File: config.mk
export PLATFORM = sky130hd
export DESIGN_NAME = fifo_to_ram_ctrl
export DESIGN_NICKNAME = d
export VERILOG_FILES = /design/src/rtl/fifo_to_ram_ctrl.sv
export SDC_FILE = /design/constraint.sdc
export NUM_CORES = 1
export LEC_CHECK = 0
export ABC_CLOCK_PERIOD_IN_PS = 1800
export BUFFER_PORTS_ARGS = -buffer_cell sky130_fd_sc_hd__buf_2
export CAP_MARGIN = 20
export CORE_MARGIN = 10
export CORE_UTILIZATION = 35
export CTS_CLUSTER_DIAMETER = 30
export CTS_CLUSTER_SIZE = 12
export DETAILED_ROUTE_END_ITERATION = 8
export PLACE_DENSITY = 0.69
export SYNTH_ARGS = -nofsm -noshare
export SYNTH_HDL_FRONTEND = slang
export SYNTH_SLANG_ARGS = --single-unit
File: constraint.sdc
create_clock -name rvclk -period 1.8 [get_ports rvclk]
set_clock_uncertainty 0.05 [all_clocks]
set_input_delay 0.27 -clock rvclk [delete_from_list [all_inputs] [get_ports rvclk]]
set_output_delay 0.27 -clock rvclk [all_outputs]
set_load 0.1 [all_outputs]
File: src/rtl/fifo_to_ram_ctrl.sv
`timescale 1ns/1ps
// Purpose: drains NUM_WORDS words from a FIFO read port into RAM addresses 0..NUM_WORDS-1 per start pulse.
// Latency: one cycle from fifo_rdeq to the matching RAM write; sustains one word per cycle.
// Backpressure: fifo_rdempty stalls reads (in-flight word still lands); optional CHECKSUM_EN adds chk_sum.
module fifo_to_ram_ctrl #(
    parameter int DATA_W    = 32,
    parameter int ADDR_W    = 5,
    parameter int NUM_WORDS = 16
) (
    input  logic              rvclk,
    input  logic              rst_n,
    input  logic              start,
    input  logic              fifo_rdempty,
    input  logic [DATA_W-1:0] fifo_out,
    output logic              fifo_rdeq,
    output logic              ram_we,
    output logic [ADDR_W-1:0] ram_addr,
    output logic [DATA_W-1:0] ram_din,
    output logic              busy,
    output logic              done
`ifdef CHECKSUM_EN
    ,
    output logic [DATA_W-1:0] chk_sum
`endif
);

    // One extra bit so the counters can hold NUM_WORDS == 2**ADDR_W.
    localparam int CNT_W = ADDR_W + 1;
    localparam logic [CNT_W-1:0] LAST = CNT_W'(NUM_WORDS);

    typedef enum logic [1:0] {
        IDLE  = 2'd0,
        RUN   = 2'd1,
        FLUSH = 2'd2,
        DONE  = 2'd3
    } state_t;

    state_t            state;
    logic [CNT_W-1:0]  rd_cnt;
    logic [CNT_W-1:0]  wr_cnt;
    logic [DATA_W-1:0] din_hold;

    // Read request: only while running, FIFO has data and words remain to fetch.
    always_comb begin
        fifo_rdeq = (state == RUN) && !fifo_rdempty && (rd_cnt < LAST);
    end

    // Control FSM with registered busy/done flags.
    always_ff @(posedge rvclk or negedge rst_n) begin
        if (!rst_n) begin
            state  <= IDLE;
            rd_cnt <= '0;
            busy   <= 1'b0;
            done   <= 1'b0;
        end else begin
            case (state)
                IDLE: begin
                    done <= 1'b0;
                    if (start) begin
                        state  <= RUN;
                        rd_cnt <= '0;
                        busy   <= 1'b1;
                    end
                end
                RUN: begin
                    if (fifo_rdeq) begin
                        rd_cnt <= rd_cnt + CNT_W'(1);
                        if (rd_cnt == LAST - CNT_W'(1)) begin
                            state <= FLUSH;
                        end
                    end
                end
                FLUSH: begin
                    // Wait until the last in-flight word has been written.
                    if (wr_cnt == LAST) begin
                        state <= DONE;
                        busy  <= 1'b0;
                        done  <= 1'b1;
                    end
                end
                DONE: begin
                    done  <= 1'b0;
                    state <= IDLE;
                end
                default: begin
                    state <= IDLE;
                    busy  <= 1'b0;
                    done  <= 1'b0;
                end
            endcase
        end
    end

    // Write pipeline: the write strobe trails the read by one cycle; the
    // address is the read index, which equals wr_cnt since reads and writes stay in order.
    always_ff @(posedge rvclk or negedge rst_n) begin
        if (!rst_n) begin
            ram_we   <= 1'b0;
            ram_addr <= '0;
            din_hold <= '0;
            wr_cnt   <= '0;
        end else begin
            ram_we <= fifo_rdeq;
            if (fifo_rdeq) begin
                ram_addr <= rd_cnt[ADDR_W-1:0];
            end
            if (ram_we) begin
                din_hold <= fifo_out;
            end
            if (state == IDLE && start) begin
                wr_cnt <= '0;
            end else if (ram_we) begin
                wr_cnt <= wr_cnt + CNT_W'(1);
            end
        end
    end

    // FIFO data is only valid in the write cycle; outside it, present the last written word.
    always_comb begin
        ram_din = ram_we ? fifo_out : din_hold;
    end

`ifdef CHECKSUM_EN
    // Running modulo-2^DATA_W sum of every word written in the current transfer.
    always_ff @(posedge rvclk or negedge rst_n) begin
        if (!rst_n) begin
            chk_sum <= '0;
        end else if (state == IDLE && start) begin
            chk_sum <= '0;
        end else if (ram_we) begin
            chk_sum <= chk_sum + ram_din;
        end
    end
`endif

endmodule

# ---- Word level (Yosys, flattened, before mapping)
# Index checks and enable logic that the tools add are counted.
dict set report totals {
  ff_bits 54
  inputBits 36
  output_inout_bits 41
  word_cells 50
}
dict set report classes {
  add_sub_neg 2
  magnitude_cmp 1
  n_eq_ne 9
  muxes 16
  reduce_logical 14
}
# operator count
set op_table {}
lappend op_table {{$mux W32} 1}
lappend op_table {{$mux W6} 4}
lappend op_table {{$add A6 B1 Y6 const B} 2}
lappend op_table {{$pmux W6 S2} 1}
lappend op_table {{$mux W2} 4}
lappend op_table {{$pmux W2 S4} 1}
lappend op_table {{$reduce_bool A2 Y1} 4}
lappend op_table {{$eq A6 B4 Y1 const B} 1}
lappend op_table {{$eq A6 B5 Y1 const B} 1}
lappend op_table {{$lt A6 B5 Y1 const B} 1}
lappend op_table {{$ne A2 B2 Y1 const B} 3}
lappend op_table {{$reduce_and A3 Y1} 2}
lappend op_table {{$eq A2 B2 Y1 const B} 2}
lappend op_table {{$pmux W1 S2} 2}
lappend op_table {{$reduce_and A4 Y1} 1}
lappend op_table {{$logic_and A1 B1 Y1} 3}
lappend op_table {{$mux W1} 3}
lappend op_table {{$eq A2 B1 Y1 const B} 1}
lappend op_table {{$logic_not A2 Y1} 1}
lappend op_table {{$ne A2 B1 Y1 const B} 1}
lappend op_table {{$reduce_and A2 Y1} 1}
lappend op_table {{$reduce_or A2 Y1} 1}
lappend op_table {{$logic_not A1 Y1} 1}

# ---- Logic depth before layout (Yosys ltp)
dict set report logic_depth {
  word_depth 5
  depth_mapped 7
  depth_no_buf 6
}

# ---- Worst setup path after synthesis
# No wires, ideal clock.
dict set report synth_timing {
  kind {reg-to-reg}
  from {register state[1]}
  to {register rd_cnt[5]}
  setup_time_ps 65
  arrival_ps 2562
  required_ps 1685
  path_slack_ps -877
  path_stages_with_launch 8
  path_buffers 1
  period_less_slack_ps 2677
  path_cell_list {dfrtp_1 > inv_1 > ha_1 > buf_4 > nor4b_4 > o21ai_4 > nor3_2 > o22a_1}
}
dict set report synth_via {
  elab_chain_cells 5
  word_cells_on_any_way 9
  classes_between {3 x eq/ne; 1 x mux; 5 x reduce/logical}
}
# element line
set synth_lines {}
lappend synth_lines {{start: declaration} 38} ;# state_t state;
lappend synth_lines {{start signal: assignment} 51} ;# state <= IDLE;
lappend synth_lines {{start signal: assignment} 60} ;# state <= RUN;
lappend synth_lines {{start signal: assignment} 69} ;# state <= FLUSH;
lappend synth_lines {{$eq A2 B1 Y1} 45} ;# fifo_rdeq = (state == RUN) && !fifo_rdempty && (rd_cnt < LAST);
lappend synth_lines {{$logic_and A1 B1 Y1 (2 in a row)} 45}
lappend synth_lines {{named net fifo_rdeq} 15} ;# output logic fifo_rdeq,
lappend synth_lines {{$ne A2 B2 Y1 (no source line)} n/a}
lappend synth_lines {{$reduce_and A3 Y1 (no source line)} n/a}
lappend synth_lines {{end signal: assignment} 67} ;# rd_cnt <= rd_cnt + CNT_W'(1);
lappend synth_lines {{end: declaration} 39} ;# logic [CNT_W-1:0] rd_cnt;
# The timed path passes the listed nets, and every way through them passes these cells.
# A chain may end at the register's enable or synchronous reset.

# ---- Worst setup path after layout
dict set report layout_timing {
  from {register ram_we}
  to {output ram_din[9]}
}
dict set report layout_via {
  elab_chain_cells 1
}
# element line
set layout_lines {}
lappend layout_lines {{start: declaration} 16} ;# output logic ram_we,
lappend layout_lines {{start signal: assignment} 103} ;# ram_we <= fifo_rdeq;
lappend layout_lines {{$mux W32} 120} ;# ram_din = ram_we ? fifo_out : din_hold;
lappend layout_lines {{end: declaration} 18} ;# output logic [DATA_W-1:0] ram_din,
# No other way between the ends.

==> results.md <==
- Reg2Reg Launch Point: state[0]
- Core area: 6310 um^2
- Maximum root-to-sink buffer count: 2
- CTS root buf: clkbuf_8
- Row count: 29
- Worst Path Required: 1.48 ns
- Fraction of final layout cells sized beyond drive strength 1: 56.6%
- Syn Nets: 206
- Max_cap viols: 0
- Commonest non-fill, non-tap cells in the layout: dfrtp_1 (53), buf_2 (42), buf_12 (36)
- CTS tree: done
- Slew Limit Headroom: 64.6%
- Reg2Reg Depth: 6
- Final wirelength: 5280 um
- I/O pin count: 77
- Total congestion overflow: 0
- Cells after synthesis: 163
- Final setup viols: 0
- # diodes: 0
- R2r endpoint: rd_cnt[4]
- Die width: 101 um
- Wl on met1: 2230 um
- Skew-Pair Late Insertion Delay: 0.30 ns
- Area grow syn2layout: 61.0%
- Post-Syn Area: 2270 um^2
- Worst min path class: in2reg
- Pre-antenna DRT Iters: 3
- RSZ-0062 raised after global routing: yes
- Critical path launch point type: flop
- CP peak stage delay: 0.45 ns
- Warnings, synthesis: 0
- Met2 wire len: 2720 um
- IO Port Bufs: 76
- Vias in the first global route: 1724
- Die Span Y: 101 um
- DR vias: 1553
- H-Tree Depth: 2
- Hold Fails Final Rpt: 0
- Gp weighted congestion: 0.748
- Worst slew pin tran: 0.531 ns
- Reg2Reg Setup Slack: 0.14 ns
- Crit path DAT: 1.47 ns
- Crit-path max FO: 16
- Mean post-synth cell area: 13.9 um^2
- Part of the cycle the worst path needs: 99.4%
- Max Slew Vio Count: 0
- Vias per inst: 4.66
- CP Cell Sequence: buf_12 > mux2_4 > buf_12
- TritonCTS Buffers: 5
- Final net count: 298
- Commonest non-fill, non-tap cell in the layout: dfrtp_1
- Register bit count reported by yosys: 54
- First-pass GRT wire length: 8560 um
- Clk slew on worst S/H paths: 0.10 ns
- Total GRT Usage: 10.3%
- Setup Crit Path Kind: reg2out
- Drt initial violations: 15
- Cell mode on critical path: buf_12
- Initial antenna violation count: 0
- Setup crit start: ram_we
- # DRC: 0
- Synth unique cells: 31
- CP Capture Type: primary output
- CP Capture Point: ram_din[9]
- Fmax: 559 MHz
- Post-route ant nets: 0
- Routed WL per cell: 15.9 um
- Register area share after synthesis: 59.5%
- Full die area: 10100 um^2
- Initial Utilization: 36.0%
- Outcome: finished, final reports clean
- Routed wl met3: 307 um
- Top sig layer: met4
- Post-DP HPWL: 4010 um
- Largest net degree at the start of global routing: 34
- Tmin final: 1.79 ns
- Hold Slack: 0.184 ns
- Cell at the slowest stage of the critical path: dfrtp_2
- Clk sinks: 54
## kinds of logic after synthesis
logic type / synth area share (%)
multiplexers: 20.2
AND/OR/NAND/NOR: 7.98
AO/OA/AOI/OAI: 4.90
buffers and inverters: 2.09
XOR/XNOR: 1.54
adder cells (fa/ha/maj): 3.85
flip-flops: 59.5
## cell usage after synthesis (all sizes together)
library cell	instances	share of area, %
nand2	8	1.3
o41ai	2	1.1
clkbuf	1	0.17
and2	2	0.55
dfrtp	54	59
xor2	3	1.2
mux2i	3	1.3
nand2b	2	0.55
nor3	1	0.44
o31ai	1	0.33
a21oi	1	0.22
nor2b	3	0.83
nor2	7	1.2
mux2	38	19
o21ai	7	2.0
buf	5	1.1
ha	7	3.9
nand4	2	0.55
nand3	4	0.88
or3	1	0.28
inv	5	0.83
nor4b	1	1.0
a22o	1	0.39
o22a	2	0.83
and2b	1	0.39
xnor2	1	0.39
## metrics by stage
stage | utilization (%) | cell area, um^2 | setup WS (ns) | std cells | TNS (ns)
4_1_cts | 56.6 | 3570 | -0.0607 | 327 | -0.460
3_3_place_gp | 54.0 | 3410 | 0.148 | 315 | 0
2_1_floorplan | - | 2430 | -0.798 | 163 | -9.35
3_5_place_dp | 54.0 | 3410 | 0.101 | 315 | 0
5_1_grt | 57.9 | 3660 | -0.0619 | 333 | -1.35
6_report | 57.9 | 3660 | 0.0104 | 333 | 0
## sequential cells by signal, indices dropped and copies added (netlist names)
signal	count
ram_we	1
din_hold	32
state	2
busy	1
rd_cnt	6
ram_addr	5
wr_cnt	6
done	1
## worst min-delay path by stage
stage,startpoint,endpoint,slack [ns],depth (start not counted)
2_1_floorplan,rst_n,busy,-0.08,0
3_3_place_gp,rst_n,din_hold[7],0.23,1
3_5_place_dp,rst_n,din_hold[7],0.23,1
4_1_cts,fifo_out[7],din_hold[7],0.17,2
5_1_grt,fifo_out[7],din_hold[7],0.17,2
6_report,fifo_out[16],din_hold[16],0.18,2
## critical path: cells and delay by family, from the launching register on
family / cells / cell delay [ns]
buf+inv: 2 / 0.36
flops: 1 / 0.45
mux: 1 / 0.34
## final cells by class
cell class	instances	area (um^2)
Clock buffer	5	68.8
Clock inverter	3	43.8
Fill cell	530	2660
Inverter	5	18.8
Multi-Input combinational cell	98	1020
Sequential cell	54	1350
Tap cell	77	96.3
Timing Repair Buffer	91	1060
## routing by layer
layer / up-vias / track usage (%)
li1: 749 / -
met1: 761 / 11.8
met2: 41 / 17.7
met3: 2 / 3.36
met4: 0 / 3.80
met5: - / 0
## repair_timing
item	CTS	global route
hold buffers	1	0
setup buffers	3	5
gates cloned	0	1
pin swaps	0	1
gates resized for setup	5	4
endpoints found under the hold margin	21	0
setup endpoints to repair	28	33
Power is not shown: default switching activity piles up to over one toggle a cycle in this logic, so the estimate is an artifact.
